--- config.mk ---
export PLATFORM = sky130hd
export DESIGN_NAME = demux_1to4_flat
export DESIGN_NICKNAME = d
export VERILOG_FILES = /design/src/rtl/demux_1to4_if.sv /design/src/rtl/demux_1to4.sv /design/src/flat_wrapper.sv
export SDC_FILE = /design/constraint.sdc
export NUM_CORES = 1
export LEC_CHECK = 0
export ABC_CLOCK_PERIOD_IN_PS = 1140
export BUFFER_PORTS_ARGS = -buffer_cell sky130_fd_sc_hd__buf_4
export CAP_MARGIN = 20
export CORE_UTILIZATION = 44
export DETAILED_ROUTE_END_ITERATION = 16
export HOLD_SLACK_MARGIN = 0.1
export PLACE_DENSITY = 0.7
export SYNTH_ARGS = -nofsm -noshare
export SYNTH_HDL_FRONTEND = slang
export SYNTH_SLANG_ARGS = --single-unit
export TNS_END_PERCENT = 5
--- constraint.sdc ---
create_clock -name clk -period 1.14 [get_ports clk]
set_input_delay 0.057 -clock clk [delete_from_list [all_inputs] [get_ports clk]]
set_output_delay 0.057 -clock clk [all_outputs]
set_load 0.01 [all_outputs]
--- src/rtl/demux_1to4_if.sv ---
// Stream bus between an upstream producer, the 1:4 demux and its four consumers.
// The master side belongs to whoever drives words in and pops channels.
// The slave side is the demultiplexer itself.
interface demux_1to4_if #(
    parameter int n = 8
);
    logic [n-1:0] d;
    logic [1:0]   sel;
    logic         en;
    logic         in_valid;
    logic         in_ready;
    logic [n-1:0] q0;
    logic [n-1:0] q1;
    logic [n-1:0] q2;
    logic [n-1:0] q3;
    logic [3:0]   q_valid;
    logic [3:0]   q_ready;

    modport master (
        output d, sel, en, in_valid, q_ready,
        input  in_ready, q0, q1, q2, q3, q_valid
    );

    modport slave (
        input  d, sel, en, in_valid, q_ready,
        output in_ready, q0, q1, q2, q3, q_valid
    );
endinterface

--- src/rtl/demux_1to4.sv ---
// Registered 1:4 stream demultiplexer.
// Each incoming word is routed by sel into one of four one-entry holding
// registers. Every channel has its own valid/ready handshake toward its consumer.
// A full channel stalls only words aimed at that channel. A channel that is
// popped in the same cycle it is pushed passes one word per cycle.
module demux_1to4 #(
    parameter int n = 8
) (
    input  logic              clk,
    input  logic              rst,
    demux_1to4_if.slave       bus
);

    logic [n-1:0] qData_q [4];
    logic [n-1:0] qData_d [4];
    logic [3:0]   qValid_q;
    logic [3:0]   qValid_d;
    logic         inReady;
    logic         push;
    logic [3:0]   pop;

    // Accept a word only when the selected channel is empty or is being drained this cycle.
    always_comb begin
        inReady = ~rst & bus.en & (~qValid_q[bus.sel] | bus.q_ready[bus.sel]);
        push    = bus.in_valid & inReady;
        pop     = qValid_q & bus.q_ready;
    end

    // Per-channel next state: a pop clears valid, a push refills it and overrides the pop.
    always_comb begin
        for (int i = 0; i < 4; i++) begin
            qData_d[i]  = qData_q[i];
            qValid_d[i] = qValid_q[i] & ~pop[i];
            if (push && (bus.sel == 2'(i))) begin
                qData_d[i]  = bus.d;
                qValid_d[i] = 1'b1;
            end
        end
    end

    // Channel registers; reset drops every held word and clears the data.
    always_ff @(posedge clk) begin
        if (rst) begin
            for (int i = 0; i < 4; i++) begin
                qData_q[i] <= '0;
            end
            qValid_q <= 4'b0000;
        end else begin
            for (int i = 0; i < 4; i++) begin
                qData_q[i] <= qData_d[i];
            end
            qValid_q <= qValid_d;
        end
    end

    assign bus.in_ready = inReady;
    assign bus.q0       = qData_q[0];
    assign bus.q1       = qData_q[1];
    assign bus.q2       = qData_q[2];
    assign bus.q3       = qData_q[3];
    assign bus.q_valid  = qValid_q;

endmodule

--- src/flat_wrapper.sv ---
// flat-port wrapper written by rule: the top's interface ports become plain ports
module demux_1to4_flat 
#(
    parameter int n = 8
)
  (clk, rst, bus_d, bus_sel, bus_en, bus_in_valid, bus_q_ready, bus_in_ready, bus_q0, bus_q1, bus_q2, bus_q3, bus_q_valid);
  demux_1to4_if #(.n(n)) bus_i ();
  input  logic clk;
  input  logic rst;
  input wire logic [$bits(bus_i.d)-1:0] bus_d;
  input wire logic [$bits(bus_i.sel)-1:0] bus_sel;
  input wire logic [$bits(bus_i.en)-1:0] bus_en;
  input wire logic [$bits(bus_i.in_valid)-1:0] bus_in_valid;
  input wire logic [$bits(bus_i.q_ready)-1:0] bus_q_ready;
  output wire logic [$bits(bus_i.in_ready)-1:0] bus_in_ready;
  output wire logic [$bits(bus_i.q0)-1:0] bus_q0;
  output wire logic [$bits(bus_i.q1)-1:0] bus_q1;
  output wire logic [$bits(bus_i.q2)-1:0] bus_q2;
  output wire logic [$bits(bus_i.q3)-1:0] bus_q3;
  output wire logic [$bits(bus_i.q_valid)-1:0] bus_q_valid;
  assign bus_i.d = bus_d;
  assign bus_i.sel = bus_sel;
  assign bus_i.en = bus_en;
  assign bus_i.in_valid = bus_in_valid;
  assign bus_i.q_ready = bus_q_ready;
  assign bus_in_ready = bus_i.in_ready;
  assign bus_q0 = bus_i.q0;
  assign bus_q1 = bus_i.q1;
  assign bus_q2 = bus_i.q2;
  assign bus_q3 = bus_i.q3;
  assign bus_q_valid = bus_i.q_valid;
  demux_1to4 #(.n(n)) u_core (.clk(clk), .rst(rst), .bus(bus_i));
endmodule
==> impl_results.md <==
- Register area: roughly 730 um^2
- Period minus WS final: 1.570 ns
- Crit path top cell by count: buf_6
- Hold_sp: bus_q_ready[0]
- DP Worst Slack: -0.3216 ns
- Layout Nets: 254
- Reg clk slew, reported paths: ~0.07 ns
- Vias in the first global route: approximately 1.6k
- Crit Path Max Fanout: 2
- Sequential share of the synthesized area: about 44%
- End of the worst hold path: u_core.bus.q_valid[0]$_SDFF_PP0_
- Main area contributors after synthesis: dfxtp_1 (44%), o31ai_1 (7.3%), a21oi_1 (6.1%)
- Slowest cell on crit path: mux4_2
- Synth unique cells: 28
- Multi-input gate area: about 880 um^2
- Layout cells sized above 1: 48.52%
- Synth warnings: 0
- Final Util: a little under three quarters
- Fillers: 270
- Flop2flop setup slack: -0.06 ns
- Mux cell area share after synthesis: between 1 and 1.5%
- Mapped Nets: about 190
- Post-synth EDFFs: 0
- DP Area: ~2200 um^2
- Slew Limit Fails: 0
- H-tree Lvls: 2
- Final TNS setup: -0.6744 ns
- Slew HR: about two thirds
- Cells after Synth: roughly 170
- Status: finished with violations
- CTS tree: yes
- Average via count per standard cell: about 6
- Routed length per instance: around 17 um
- Clk_lat worst skew: about 0.28 ns
- Die width: approximately 63 um
- Leakage power: between 0.0009 and 0.001 uW
- R2R depth: 3
- Cell Chain, Critical Path: buf_6, nand2b_4, mux4_2, and3_4, buf_6
- Initial Utilization: a little under half
- Tcrit/Tclk final: 137.7%
- Largest net degree at the start of global routing: 26
- Total number of vias: 1,696
- Highest Clock Rate: roughly 0.64 GHz
- Worst vdd ir: 0.8860 mV
- Final ANT Viol Nets: 0
- Most used DFF post-synth: dfxtp_1
- TritonRoute pass-1 iters: 4
- Area growth from synthesis to layout: 50.04%
- Synth Area in Compound Gates: between 20% and 30%
- I/O pin count: 55
- Synthesized cell area: between 1500 and 2000 um^2
- Hold depth: 3
- FF+latch count, synth: 36
- Final wirelength: 4904 um
- Pwr Density: about 1000 nW/um^2
- CTS buffer count: 5
- Final Setup Violations: 6
- Std cell rows: 21
- Syn avg cell area: between 9 and 10 um^2
- HPWL after DPL: 3316 um
- Maxcap violations: 0
- GRT Util Overall: ~24%
- Worst clock skew: 0.0008295 ns
- Main combinational cell family by area after synthesis: compound AO/OA/AOI/OAI gates
- Setup WS post-layout: -0.4302 ns
- Kind of critical path: register to output port
- Req. time, crit path: between 1 and 1.5 ns
- RSZ-0062 raised after global routing: true
- Root Buffer Master: clkbuf_8
- Asr flop ratio synth: 0%
- Clock Path Buffers: 2
- Sink Count: 36
- Xor/xnor share of the synthesized area: 0%
- Drt first-iter violations: about 150
- Synth Area in Simple Gates: about 17%
- Routability Congestion: roughly 0.80
- RR Endpoint: u_core.qData_q[0][10]$_SDFFE_PP0P_
- GRT overflow: 0
- Worst Setup End Kind: output port
- Core area: 3442 um^2
- RR Startpoint: u_core.bus.q_valid[1]$_SDFF_PP0_
- DRC viols: 0
- Failing checks: negative setup slack
- Largest stage delay, worst path: 0.46 ns
- Startpoint type of the worst setup path: register
- Die area: 3976 um^2
- Worst Tran Pin Value: between 0.5 and 0.6 ns
- Final Cell Area: 2461 um^2
- Die Ht: 63.06 um
- Synth area leader: dfxtp_1
- Worst Path Arrival: 1.51 ns
- IO Port Bufs: 54
- Adder-cell share of the synthesized area: 0%
- First-pass GRT wire length: between 7000 and 8000 um
- Endpoints failing hold: 0
- Post-synth top area share: 43.94%
- Initial antenna violation count: 0
- Antenna cells: 0
- HP Class: input port to register
## critical path, delay by kind of cell, from the launching register on
family	cells	cell delay, ns
flip-flops	1	0.33
AND/OR/NAND/NOR	2	0.22
buffers and inverters	2	0.21
multiplexers	1	0.46
## worst max-delay path by stage
| stage | cells past startpoint | endpoint | from |
|---|---|---|---|
| 2_1_floorplan | 4 | bus_in_ready | u_core.bus.q_valid[3]$_SDFF_PP0_ |
| 3_3_place_gp | 3 | u_core.qData_q[0][11]$_SDFFE_PP0P_ | u_core.bus.q_valid[1]$_SDFF_PP0_ |
| 3_5_place_dp | 3 | u_core.qData_q[0][11]$_SDFFE_PP0P_ | u_core.bus.q_valid[1]$_SDFF_PP0_ |
| 4_1_cts | 4 | bus_in_ready | u_core.bus.q_valid[0]$_SDFF_PP0_ |
| 5_1_grt | 5 | bus_in_ready | u_core.bus.q_valid[1]$_SDFF_PP0_ |
| 6_report | 5 | bus_in_ready | u_core.bus.q_valid[1]$_SDFF_PP0_ |
## synth_stat cells, types with 2 or more instances
master,number
o311ai_1,6
o311ai_0,10
buf_4,2
nor2_1,3
nor2b_1,2
dfxtp_1,36
clkbuf_1,9
buf_2,4
nand4_1,16
a21oi_1,20
nand2b_4,3
o21ai_1,8
o41ai_1,8
buf_1,2
buf_6,3
inv_1,9
o31ai_1,16
## cell families after synthesis
family / count (synthesis)
flip-flops: 36
AND/OR/NAND/NOR: 33
multiplexers: 1
AO/OA/AOI/OAI: 68
buffers and inverters: 30
## power breakdown
| group | internal (uW) | switching (uW) | total [uW] | leakage [uW] |
|---|---|---|---|---|
| registers | 1280 | 14.6 | 1290 | 0.000294 |
| clock network | 482 | 439 | 920 | 0.0000510 |
| logic | 156 | 178 | 334 | 0.000639 |
| total | 1910 | 631 | 2540 | 0.000983 |
## per-stage QoR
step | hold WS (ns) | instances | total power (uW)
final | 0.1177 | 283 | 2544
after global routing | 0.1338 | 283 | 2642
after CTS | 0.1689 | 283 | 2535
after detailed placement | 0.3583 | 266 | 1602
after global placement | 0.3466 | 266 | 1592
after floorplan | 0.2071 | 168 | 1446
## layout make-up
cell class / instances / share of cell area, %
Inverter: 10 / 1.627
Multi-Input combinational cell: 102 / 35.59
Clock inverter: 2 / 0.4067
Timing Repair Buffer: 81 / 27.00
Tap cell: 46 / 2.339
Sequential cell: 36 / 29.69
Clock buffer: 6 / 3.355
## cells in the final DEF (no fill, tap or decap), drive strengths merged, types with 3 or more instances in the layout
cell,n
a21oi,20
buf,73
clkbuf,6
dfxtp,36
dlygate4sd3,8
inv,10
nand2b,4
nand4,16
nor2,3
o21ai,8
o311ai,16
o31ai,16
o41ai,8
## flip-flops by register name, indices dropped and copies added, names as in the netlist
signal,flops
u_core.qData_q,32
u_core.bus.q_valid,4
## routing by layer
layer,up-vias,GRT usage (%),part of all wire [%]
met4,0,7.849,1.4
met2,83,37.50,48
met5,-,0,0
li1,794,-,-
met3,7,5.978,8.1
met1,812,33.41,42
## timing repair
item                                   4_1_cts  5_1_grt
setup buffers                                1        0
resized for setup                            8       25
pin swaps                                    4        5
setup endpoints to repair                   35       33
endpoints found under the hold margin       24        0
hold buffers                                 8        0
Note: power is estimated with default switching activity, not from simulation.
